**config.mk**
```make
export PLATFORM = sky130hd
export DESIGN_NAME = mux2_pipe_flat
export DESIGN_NICKNAME = d
export VERILOG_FILES = /design/src/rtl/mux2_pipe_if.sv /design/src/rtl/mux2_pipe.sv /design/src/flat_wrapper.sv
export SDC_FILE = /design/constraint.sdc
export NUM_CORES = 1
export LEC_CHECK = 0
export BUFFER_PORTS_ARGS = -buffer_cell sky130_fd_sc_hd__buf_2
export CAP_MARGIN = 5
export CORE_AREA = 4 4 71 60
export DETAILED_ROUTE_END_ITERATION = 16
export DIE_AREA = 0 0 75 64
export GPL_TIMING_DRIVEN = 0
export MAX_ROUTING_LAYER = met4
export PLACE_DENSITY_LB_ADDON = 0.3
export SETUP_SLACK_MARGIN = 0.2
export SYNTH_ARGS = -nofsm -noshare
export SYNTH_HDL_FRONTEND = slang
export SYNTH_SLANG_ARGS = --single-unit
```
**constraint.sdc**
```tcl
create_clock -name clk -period 1.4 [get_ports clk]
set_input_delay 0 -clock clk [delete_from_list [all_inputs] [get_ports clk]]
set_output_delay 0 -clock clk [all_outputs]
set_load 0.02 [all_outputs]
```
**src/rtl/mux2_pipe_if.sv**
```systemverilog
// ---------------------------------------------------------------------------
// mux2_pipe_if
// Bus bundle for the registered 2:1 selector mux2_pipe.
//
// Signals:
//   input0, input1  candidate data words (DATA_WIDTH bits)
//   select          0 picks input0, 1 picks input1
//   in_valid        qualifies input0/input1/select for this cycle
//   out_data        registered selected data
//   out_valid       high for the cycle after an accepted in_valid
//   out_sel         registered select value that produced out_data
// With MUX2_PIPE_SEL_CNT_EN defined:
//   clr_cnt         synchronous clear of both selection counters
//   sel0_cnt        saturating count of accepted transfers with select=0
//   sel1_cnt        saturating count of accepted transfers with select=1
//
// Modports: master drives the inputs, slave is the mux2_pipe side.
// ---------------------------------------------------------------------------
interface mux2_pipe_if #(
    parameter int unsigned DATA_WIDTH = 32
);
    logic [DATA_WIDTH-1:0] input0;
    logic [DATA_WIDTH-1:0] input1;
    logic                  select;
    logic                  in_valid;
    logic [DATA_WIDTH-1:0] out_data;
    logic                  out_valid;
    logic                  out_sel;
`ifdef MUX2_PIPE_SEL_CNT_EN
    logic                  clr_cnt;
    logic [15:0]           sel0_cnt;
    logic [15:0]           sel1_cnt;
`endif

    modport master (
        output input0,
        output input1,
        output select,
        output in_valid,
`ifdef MUX2_PIPE_SEL_CNT_EN
        output clr_cnt,
        input  sel0_cnt,
        input  sel1_cnt,
`endif
        input  out_data,
        input  out_valid,
        input  out_sel
    );

    modport slave (
        input  input0,
        input  input1,
        input  select,
        input  in_valid,
`ifdef MUX2_PIPE_SEL_CNT_EN
        input  clr_cnt,
        output sel0_cnt,
        output sel1_cnt,
`endif
        output out_data,
        output out_valid,
        output out_sel
    );
endinterface

```
**src/rtl/mux2_pipe.sv**
```systemverilog
// ---------------------------------------------------------------------------
// mux2_pipe
// Registered 2:1 data selector. The word chosen by select is registered and
// presented one clock later together with out_valid and the select value
// that produced it. out_data/out_sel hold when no transfer is accepted.
//
// Ports:
//   clk    rising-edge clock
//   rst_n  asynchronous active-low reset
//   bus    mux2_pipe_if.slave: input0, input1, select, in_valid in;
//          out_data, out_valid, out_sel out
//
// Parameters:
//   DATA_WIDTH   data width in bits (1..1024)
//   RESET_VALUE  out_data reset value, truncated/zero-extended to DATA_WIDTH
//
// Optional feature (macro MUX2_PIPE_SEL_CNT_EN): adds clr_cnt, sel0_cnt and
// sel1_cnt to the bus -- saturating 16-bit counts of accepted transfers per
// select value; clr_cnt zeroes both and wins over a same-cycle transfer.
// ---------------------------------------------------------------------------
module mux2_pipe #(
    parameter int unsigned   DATA_WIDTH  = 32,
    parameter logic [1023:0] RESET_VALUE = '0
) (
    input  logic       clk,
    input  logic       rst_n,
    mux2_pipe_if.slave bus
);

    // Wide parameter sliced down so any override width is accepted and
    // truncated/zero-extended consistently.
    localparam logic [DATA_WIDTH-1:0] RST_DATA = RESET_VALUE[DATA_WIDTH-1:0];

    logic [DATA_WIDTH-1:0] data_q;
    logic                  valid_q;
    logic                  sel_q;

    always_ff @(posedge clk or negedge rst_n) begin
        if (!rst_n) begin
            data_q  <= RST_DATA;
            valid_q <= 1'b0;
            sel_q   <= 1'b0;
        end else begin
            valid_q <= bus.in_valid;
            if (bus.in_valid) begin
                data_q <= bus.select ? bus.input1 : bus.input0;
                sel_q  <= bus.select;
            end
        end
    end

    assign bus.out_data  = data_q;
    assign bus.out_valid = valid_q;
    assign bus.out_sel   = sel_q;

`ifdef MUX2_PIPE_SEL_CNT_EN
    logic [15:0] cnt0_q;
    logic [15:0] cnt1_q;

    always_ff @(posedge clk or negedge rst_n) begin
        if (!rst_n) begin
            cnt0_q <= '0;
            cnt1_q <= '0;
        end else if (bus.clr_cnt) begin
            cnt0_q <= '0;
            cnt1_q <= '0;
        end else if (bus.in_valid) begin
            // Saturate at all-ones instead of wrapping.
            if (!bus.select && (cnt0_q != '1)) begin
                cnt0_q <= cnt0_q + 16'd1;
            end
            if (bus.select && (cnt1_q != '1)) begin
                cnt1_q <= cnt1_q + 16'd1;
            end
        end
    end

    assign bus.sel0_cnt = cnt0_q;
    assign bus.sel1_cnt = cnt1_q;
`endif

endmodule

```
**src/flat_wrapper.sv**
```systemverilog
// flat-port wrapper written by rule: the top's interface ports become plain ports
module mux2_pipe_flat 
#(
    parameter int unsigned   DATA_WIDTH  = 32,
    parameter logic [1023:0] RESET_VALUE = '0
)
  (clk, rst_n, bus_input0, bus_input1, bus_select, bus_in_valid, bus_out_data, bus_out_valid, bus_out_sel);
  mux2_pipe_if #(.DATA_WIDTH(DATA_WIDTH)) bus_i ();
  input  logic clk;
  input  logic rst_n;
  input wire logic [$bits(bus_i.input0)-1:0] bus_input0;
  input wire logic [$bits(bus_i.input1)-1:0] bus_input1;
  input wire logic [$bits(bus_i.select)-1:0] bus_select;
  input wire logic [$bits(bus_i.in_valid)-1:0] bus_in_valid;
  output wire logic [$bits(bus_i.out_data)-1:0] bus_out_data;
  output wire logic [$bits(bus_i.out_valid)-1:0] bus_out_valid;
  output wire logic [$bits(bus_i.out_sel)-1:0] bus_out_sel;
  assign bus_i.input0 = bus_input0;
  assign bus_i.input1 = bus_input1;
  assign bus_i.select = bus_select;
  assign bus_i.in_valid = bus_in_valid;
  assign bus_out_data = bus_i.out_data;
  assign bus_out_valid = bus_i.out_valid;
  assign bus_out_sel = bus_i.out_sel;
  mux2_pipe #(.DATA_WIDTH(DATA_WIDTH), .RESET_VALUE(RESET_VALUE)) u_core (.clk(clk), .rst_n(rst_n), .bus(bus_i));
endmodule
```
Word level (Yosys, flattened, before mapping)
Index checks and enable logic that the tools add are counted.

storage, ports and cells
  word-level logic and storage cells = 4
  input bits = 68
  bits in registers = 34
  output and inout bits = 34

operators by class
  muxes and demuxes = 1

operators with widths
  kind     count
  $mux 32  1

Logic depth before layout (Yosys ltp)
Gate-level depths: netlist of run 1.

  word-level depth = 1
  depth in mapped cells = 4
  gate-level depth less buffers = 2

Least setup slack after synthesis of run 1
Ideal clock, no wire load.

  path type = register -> register
  start = reg, netlist name u_core.bus.out_sel
  end = reg u_core.sel_q (netlist: u_core.bus.out_sel)
  path buffers = 0
  library setup time = 0.125 ns
  period minus slack after synthesis = 0.826 ns
  cell stages (with the launch flop) = 2
  path slack = 0.574 ns
  data required time = 1.275 ns
  arrival = 0.701 ns
  path through = dfrtp_1 -> mux2_2

RTL lines
  item                    line             RTL
  end signal: assignment  mux2_pipe.sv:47  sel_q <= bus.select;
  end: declaration        mux2_pipe.sv:36  logic sel_q;

==> flow_metrics.tcl, run 1 <==
set metrics [dict create \
    status "finished clean" \
    clock_path_buffers 2 \
    syn-cell-area_um2 1570 \
    initialDrtViolationCount 60 \
    skew_ps 0 \
    grt_max_degree 35 \
    min_period_over_period_pct 75.5 \
    diodes 0 \
    gp_congestion 0.740 \
    final_max_slew_viol_count 0 \
    pwr-share-clk_pct 32.6 \
    antenna_found_initial 0 \
    max_slew.worst_pin.slew_ps 737 \
    cts-root-buf "clkbuf_8" \
    synthMuxAreaShare_pct 21.1 \
    final_nets 319 \
    num_rows 20 \
    die-area_um2 4800 \
    ys_ff_latch 34 \
    drtAntennaViolNets 0 \
    relSlewSlack_pct 50.9 \
    dp_hpwl_um 3010 \
    first_pass_iters 4 \
    synthesis.nets 210 \
    syn_to_final_growth_pct 43.9 \
    p_int_mw 1.83 \
    grt_pass1_vias 1314 \
    yosysUniqueCellTypes 10 \
    layout_common_cells "103 x buf_2, 34 x dfrtp_1, 32 x mux2i_1, 32 x nor2_1, 32 x a21oi_1" \
    postCtsSetupBuffers 0 \
    final_core_util_pct 62.2 \
    p_per_area_nw_per_um2 1130 \
    cp_slowest_cell "dlygate4sd3_1" \
    synth_top_family_by_area "multiplexers" \
    setup_viol 0 \
    ir_drop_mv 0.555 \
    rsz0062_at_grt "no" \
    p_sw_share_pct 28.1 \
    fp.dieH_um 64 \
    path_max_fanout 10 \
    path_cells "dlygate4sd3_1 > buf_2 > clkbuf_1 > nor2_1 > a21oi_1" \
    multi_input_area_um2 612 \
    fmaxAchievable_ghz 0.946 \
    grt_pass1_wl_um 5850 \
    avgSynthCellArea_um2 11.0 \
    grt_usage_pct 16.2 \
    ys_seq_area_share_pct 54.3 \
    worstPathArrival_ps 1260 \
    vias 1416 \
    h-tree-depth 2 \
    stdcell_area_um2 2260 \
    clk_pin_slew_ps 70 \
    cts_tree "yes" \
    p_sw_uw 715 \
    wl_um 3820 \
    drv_cap 0 \
    drive_above_1_share_pct 47.2 \
    hold_class "input port to flip-flop" \
    nFillCells 330 \
    required_ps 1600 \
    p_leak_nw 1.19 \
    pwr-share-seq_pct 44.6 \
    cp-start-kind "input port" \
    core-area_um2 3630 \
    post_synth_and_or_nand_nor_area_fraction_pct 7.66 \
    critical_path.top_delay_family "buffers and inverters" \
    drc 0 \
    yosys_warnings 0 \
    io_pins 102 \
    tritoncts_num_sinks 34 \
    max_stage_delay_ps 530 \
    synthCells 142 \
    crit_buf_inv 3 \
    finalHoldViolations 0 \
    cp-end-kind "flip-flop" \
    wl_per_cell_um 12.9 \
    seq_area_um2 851 \
    viasPerCell 4.78 \
    combPwrFrac_pct 22.9 \
    crit_type "input port to flip-flop" \
    hold-worst-slack_ps 15.4 \
    numCtsBuffers 5 \
    synth-xor-area-share_pct 0 \
    clk_latency_ps 270 \
    initial_core_util_pct 43.2 \
    grt_overflow 0 \
    synth-compound-area-share_pct 10.2 \
    period_needed_ps 1060 \
    die_w_um 75 \
    placed_area_um2 2120 \
    synth_adder_area_share_pct 0 \
    io_buffers 100 \
    tns_ps 0 \
    layout_commonest_cell "buf_2" \
]
## area by class of cell
cell class                      instances  share of cell area (%)
Clock buffer                            8                    4.88
Tap cell                               44                    2.44
Sequential cell                        34                    37.7
Multi-Input combinational cell         97                    27.1
Buffer                                 11                    4.77
Timing Repair Buffer                  102                    23.1
## per-stage QoR
step,std cells,worst slack [ps],power [mW]
6_report,296,342,2.54
3_5_place_dp,286,468,1.74
3_3_place_gp,286,490,1.73
2_1_floorplan,142,574,1.48
5_1_grt,296,242,2.66
4_1_cts,296,202,2.57
## metal layers
metal / wire (um) / part of all wire [%] / global-route usage (%)
met5: 0 / 0 / -
met4: 28 / 0.73 / 4.00
met3: 366 / 9.6 / 4.87
met2: 1730 / 45 / 25.7
met1: 1690 / 44 / 20.2
## sequential cells by signal, summed over array words and instances (netlist names)
signal and count:
u_core.bus.out_data 32, u_core.bus.out_sel 1, u_core.bus.out_valid 1
## kinds of logic after synthesis
| family | Yosys count |
|---|---|
| AO/OA/AOI/OAI | 32 |
| buffers and inverters | 11 |
| multiplexers | 33 |
| flip-flops | 34 |
| AND/OR/NAND/NOR | 32 |
## power groups by stage
stage | combinational, mW | sequential, mW | clock (mW)
2_1_floorplan | 0.197 | 1.28 | 0
3_3_place_gp | 0.578 | 1.15 | 0
4_1_cts | 0.593 | 1.13 | 0.840
6_report | 0.583 | 1.13 | 0.828
3_5_place_dp | 0.589 | 1.15 | 0
5_1_grt | 0.637 | 1.15 | 0.875
## cells in the mapped netlist
cell,instances,share of area [%]
dfrtp_1,34,54
a21oi_1,32,10
mux2i_1,32,20
nor2_1,32,7.7
buf_12,3,3.8
buf_2,3,0.96
clkbuf_1,3,0.72
buf_4,1,0.48
buf_6,1,0.72
mux2_2,1,0.72
## final timing paths
kind	start	to	slack, ps	cells after the start
setup reg to reg	u_core.bus.out_sel	u_core.bus.out_sel	660	1
min in group asynchronous	rst_n	u_core.bus.out_data[22]	320	2
hold / removal	bus_input0[15]	u_core.bus.out_data[15]	20	3
max in group asynchronous	rst_n	u_core.bus.out_data[1]	610	2
hold reg to reg	u_core.bus.out_sel	u_core.bus.out_sel	520	1
setup / recovery	bus_in_valid	u_core.bus.out_data[8]	340	5
## timing repair
action | in CTS | in global routing
resized for setup | 0 | 4
hold buffers | 2 | 0
endpoints found under the hold margin | 35 | 0
endpoints found under the setup margin | 0 | 20
Note: power is estimated with default switching activity, not from simulation.
==> run 2, diff against run 1 <==
- CORE_AREA: 4 4 71 60 -> 4 4 74 62
- DIE_AREA: 0 0 75 64 -> 0 0 78 66
- clock period: 1.4 -> 1.1 ns (I/O delays scaled with it)
==> run 2 against run 1 <==
- setup slack worse by 68 ps
- total power rose by 27%
- die area is 7.2% higher
- flip-flop and latch count stayed put
- wire length grew 0.31%
- cell count rose by 3.7%
- register-to-register slack worse by 290 ps
- first-iteration DRC count is 10% higher
- core utilization shrank 2.1 points
==> flow_metrics.tcl, run 2 (same netlist as run 1, synthesis figures left out) <==
set metrics [dict create \
    clock_path_buffers 2 \
    post-place-ws_ps 132 \
    rsz0062_at_grt "no" \
    relSlewSlack_pct 70.0 \
    worstPathArrival_ps 830 \
    multi_input_area_um2 612 \
    p_sw_uw 899 \
    max_slew.worst_pin.slew_ps 450 \
    cp_slowest_cell "dfrtp_1" \
    fp.dieH_um 66 \
    r2r_end "u_core.bus.out_sel" \
    num_rows 20 \
    whs_endpoint "u_core.bus.out_data[15]" \
    hold_path_startpoint "bus_input0[15]" \
    viasPerCell 4.57 \
    largest_reg_flops 32 \
    antenna_found_initial 0 \
    grt_max_degree 35 \
    tns_ps 0 \
    dp_hpwl_um 3000 \
    pwr-share-clk_pct 32.4 \
    status "finished clean" \
    io_pins 102 \
    grt_pass1_wl_um 6330 \
    die-area_um2 5150 \
    rr_startpoint "u_core.bus.out_sel" \
    p_per_area_nw_per_um2 1420 \
    path_cells "buf_2" \
    crit_type "flip-flop to output port" \
    combPwrFrac_pct 22.9 \
    clk_latency_ps 270 \
    io_buffers 100 \
    drive_above_1_share_pct 46.4 \
    syn_to_final_growth_pct 44.8 \
    final_nets 319 \
    r2r_setup_slack_ps 370 \
    clk_pin_slew_ps 60 \
    cts_tree "yes" \
    nFillCells 355 \
    drv_cap 0 \
    cts-root-buf "clkbuf_8" \
    ir_drop_mv 0.866 \
    p_sw_share_pct 27.8 \
    initialDrtViolationCount 66 \
    layout_common_cells "102 x buf_2, 34 x dfrtp_1, 32 x mux2i_1, 32 x nor2_1, 32 x a21oi_1" \
    holdPathStages 3 \
    grt_overflow 0 \
    p_int_mw 2.33 \
    crit_buf_inv 1 \
    setup_viol 0 \
    gp_congestion 0.722 \
    p_leak_nw 1.18 \
    path_max_fanout 2 \
    final_max_slew_viol_count 0 \
    cp-start-kind "flip-flop" \
    min_period_over_period_pct 75.1 \
    fmaxAchievable_ghz 1.21 \
    wl_per_cell_um 12.5 \
    h-tree-depth 2 \
    max_stage_delay_ps 390 \
    vias 1404 \
    diodes 0 \
    core-area_um2 3780 \
    final_core_util_pct 60.1 \
    initial_core_util_pct 41.5 \
    period_needed_ps 826 \
    seq_area_um2 851 \
    tritoncts_num_sinks 34 \
    finalHoldViolations 0 \
    setup_ws_ps 274 \
    skew_ps 0 \
    drtAntennaViolNets 0 \
    grt_pass1_vias 1364 \
    required_ps 1100 \
    pwr-share-seq_pct 44.7 \
    die_w_um 78 \
    reg2reg_depth 1 \
    first_pass_iters 4 \
    wl_um 3830 \
    critical_path.top_delay_family "flip-flops" \
    cp-end-kind "output port" \
    grt_usage_pct 16.1 \
    drc 0 \
    hold_class "input port to flip-flop" \
    numCtsBuffers 5 \
    hold-worst-slack_ps 17.6 \
    layout_commonest_cell "buf_2" \
    finalPower_mw 3.23 \
]
run 2: how the worst max path moves through the flow:
stage	from	end	slack, ps	cells past startpoint
after floorplan	u_core.bus.out_sel	u_core.bus.out_sel	270	1
after global routing	u_core.bus.out_data[19]	bus_out_data[19]	230	1
after CTS	rst_n	u_core.bus.out_data[29]	250	2
after global placement	bus_in_valid	u_core.bus.out_data[12]	190	4
after detailed placement	bus_in_valid	u_core.bus.out_data[14]	130	4
final	u_core.bus.out_data[14]	bus_out_data[14]	270	1
run 2: layout make-up:
class / instances / area share (%)
flip-flops and latches: 34 / 37.5
multi-input cells: 97 / 27.0
repair buffers: 102 / 23.0
clock buffers: 8 / 4.85
plain buffers: 11 / 4.63
well taps: 55 / 3.03
run 2: what timing repair did:
item                                    CTS  global route
endpoints found under the hold margin    35             0
gates resized for setup                   0             1
hold buffers                              2             0
endpoints found under the setup margin    0            34
setup buffers                             0             0
run 2: power by group through the flow:
stage,Sequential (mW),Clock (mW),Combinational [mW]
after floorplan,1.63,0,0.250
after global placement,1.46,0,0.740
after detailed placement,1.46,0,0.750
after CTS,1.44,1.07,0.755
after global routing,1.46,1.14,0.818
final,1.44,1.05,0.740
run 2: per-stage QoR:
| stage | std cells | instance area (um2) |
|---|---|---|
| 3_3_place_gp | 297 | 2140 |
| 3_5_place_dp | 297 | 2140 |
| 4_1_cts | 307 | 2270 |
| 6_report | 307 | 2270 |
| 2_1_floorplan | 142 | 1570 |
| 5_1_grt | 307 | 2270 |
run 2: metal layers:
metal  up-vias  routed length, um  global-route usage (%)
li1        700                  -                       -
met1       637               1700                    19.5
met5         -                  0                       -
met2        60               1720                    25.0
met4         0                 51                    6.11
met3         7                358                    5.59
==> run 3, diff against run 2 <==
- clock period: 1.1 -> 0.8 ns (I/O delays scaled with it)
==> run 3 against run 2 <==
- the flow now finishes with violations (negative hold slack, negative setup slack)
- clock power up 42%
- non-clock buffer count up 7
- clock skew unchanged
- largest power group unchanged
==> flow_metrics.tcl, run 3 (same netlist as run 1, synthesis figures left out) <==
set metrics [dict create \
    status "complete, but fails checks" \
    violations "negative hold slack, negative setup slack" \
    fmaxAchievable_ghz 1.18 \
    crit_type "flip-flop to output port" \
    clk_pin_slew_ps 70 \
    layout_common_cells "69 x buf_2, 42 x buf_6, 33 x dfrtp_2" \
    drc 0 \
    setup_ws_ps -46.2 \
    ir_drop_mv 0.935 \
    first_pass_iters 4 \
    largest_reg_flops 32 \
    clock_path_buffers 2 \
    setup_viol 33 \
    cp-end-kind "output port" \
    grt_pass1_vias 1507 \
    r2r_setup_slack_ps 0 \
    skew_ps 0 \
    max_slew.worst_pin.slew_ps 752 \
    highest_layer "met4" \
    final_nets 326 \
    tritoncts_num_sinks 34 \
    grt_usage_pct 18.3 \
    grt_pass1_wl_um 6960 \
    min_period_over_period_pct 106 \
    pwr-share-seq_pct 41.7 \
    wl_met3_um 273 \
    cts-root-buf "clkbuf_8" \
    critical_path.top_delay_family "flip-flops" \
    num_rows 20 \
    rr_startpoint "u_core.bus.out_data[4]" \
    finalHoldViolations 34 \
    syn_to_final_growth_pct 73.7 \
    die_w_um 78 \
    combPwrFrac_pct 28.5 \
    fp.dieH_um 66 \
    wl_um 4610 \
    grt_max_degree 35 \
    grt_overflow 0 \
    clk_latency_ps 280 \
    cts.hold.buffers_added 1 \
    cp-start-kind "flip-flop" \
    drtAntennaViolNets 0 \
    p_int_mw 3.55 \
    layout_commonest_cell "buf_2" \
    worstPathArrival_ps 850 \
    cts_tree "yes" \
    crit_buf_inv 1 \
    dp_hpwl_um 3170 \
    required_ps 800 \
    initial_core_util_pct 41.5 \
    viasPerCell 4.69 \
    nFillCells 287 \
    p_sw_mw 1.44 \
    core-area_um2 3780 \
    dr_wl_met2_um 2470 \
    post-place-ws_ps -165 \
    p_sw_share_pct 28.9 \
    p_per_area_nw_per_um2 1830 \
    path_cells "buf_6" \
    diodes 0 \
    period_needed_ps 846 \
    cp_slowest_cell "dfrtp_2" \
    final_core_util_pct 72.1 \
    wl_per_cell_um 14.7 \
    gp_congestion 0.689 \
    path_max_fanout 2 \
    hold-worst-slack_ps -223 \
    antenna_found_initial 0 \
    rsz0062_at_grt "yes" \
    relSlewSlack_pct 49.8 \
    wl_met1_um 1800 \
    numCtsBuffers 5 \
    io_pins 102 \
    drv_cap 0 \
    hold_class "input port to async pin" \
    initialDrtViolationCount 51 \
    pwr-share-clk_pct 29.8 \
    crit_start "u_core.bus.out_data[12]" \
    final_max_slew_viol_count 0 \
    vias 1473 \
    multi_input_area_um2 734 \
    drive_above_1_share_pct 74.5 \
    max_stage_delay_ps 430 \
    die-area_um2 5150 \
    io_buffers 100 \
    seq_area_um2 892 \
    h-tree-depth 2 \
    p_leak_nw 1.29 \
]
-- run 3: cell count changes in the layout (fill, tap and decap cells not counted), sizes merged --
| cell | previous run | this run |
|---|---|---|
| buf | 107 | 116 |
| clkbuf | 12 | 11 |
| dlygate4sd3 | 2 | 1 |
-- run 3: layout make-up --
cell class                 instances  share of cell area [%]
tap                               55                    2.53
timing repair buffer             109                    29.7
buffer                            11                    4.00
sequential                        34                    32.8
clock buffer                       8                    4.04
multi-input combinational         97                    27.0
-- run 3: metrics by stage --
step	power [mW]	setup TNS, ps	hold WS (ps)	instance area (um2)	std cells
2_1_floorplan	2.63	-13.2	-296	1610	142
3_3_place_gp	3.05	-2080	104	2180	297
3_5_place_dp	3.08	-2400	117	2180	297
4_1_cts	4.87	-1060	-191	2560	311
5_1_grt	5.22	-1920	-159	2720	314
6_report	4.99	-1080	-223	2720	314
-- run 3: worst register-to-register path: stages (launching register included) --
cell,delay (ps)
dfrtp_2,420
buf_4,140
nor2_2,70
a21oi_1,50
-- run 3: worst paths after layout --
| kind | to | cells after the start |
|---|---|---|
| max | bus_out_data[12] | 1 |
| min | u_core.bus.out_data[18] | 1 |
| max in group asynchronous | u_core.bus.out_sel | 1 |
| max reg2reg | u_core.bus.out_data[4] | 3 |
| min reg2reg | u_core.bus.out_sel | 1 |
| min in group clk | u_core.bus.out_data[0] | 3 |
-- run 3: power groups by stage --
stage	Clock, mW	Combinational, mW	Sequential [mW]
floorplan	0	0.344	2.28
global placement	0	1.01	2.04
detailed placement	0	1.04	2.04
CTS	1.50	1.30	2.06
global route	1.59	1.53	2.11
finish	1.49	1.42	2.08
-- run 3: repair_timing --
action | CTS | global route
resized for setup | 73 | 46
endpoints found under the setup margin | 67 | 67
pin swaps | 0 | 3
endpoints found under the hold margin | 35 | 34
setup buffers | 5 | 3
-- run 3: per-layer routing --
layer	track usage [%]	vias to the layer above
met5	-	-
met1	20.6	696
met4	7.21	0
met2	32.2	52
met3	4.09	7
li1	-	718
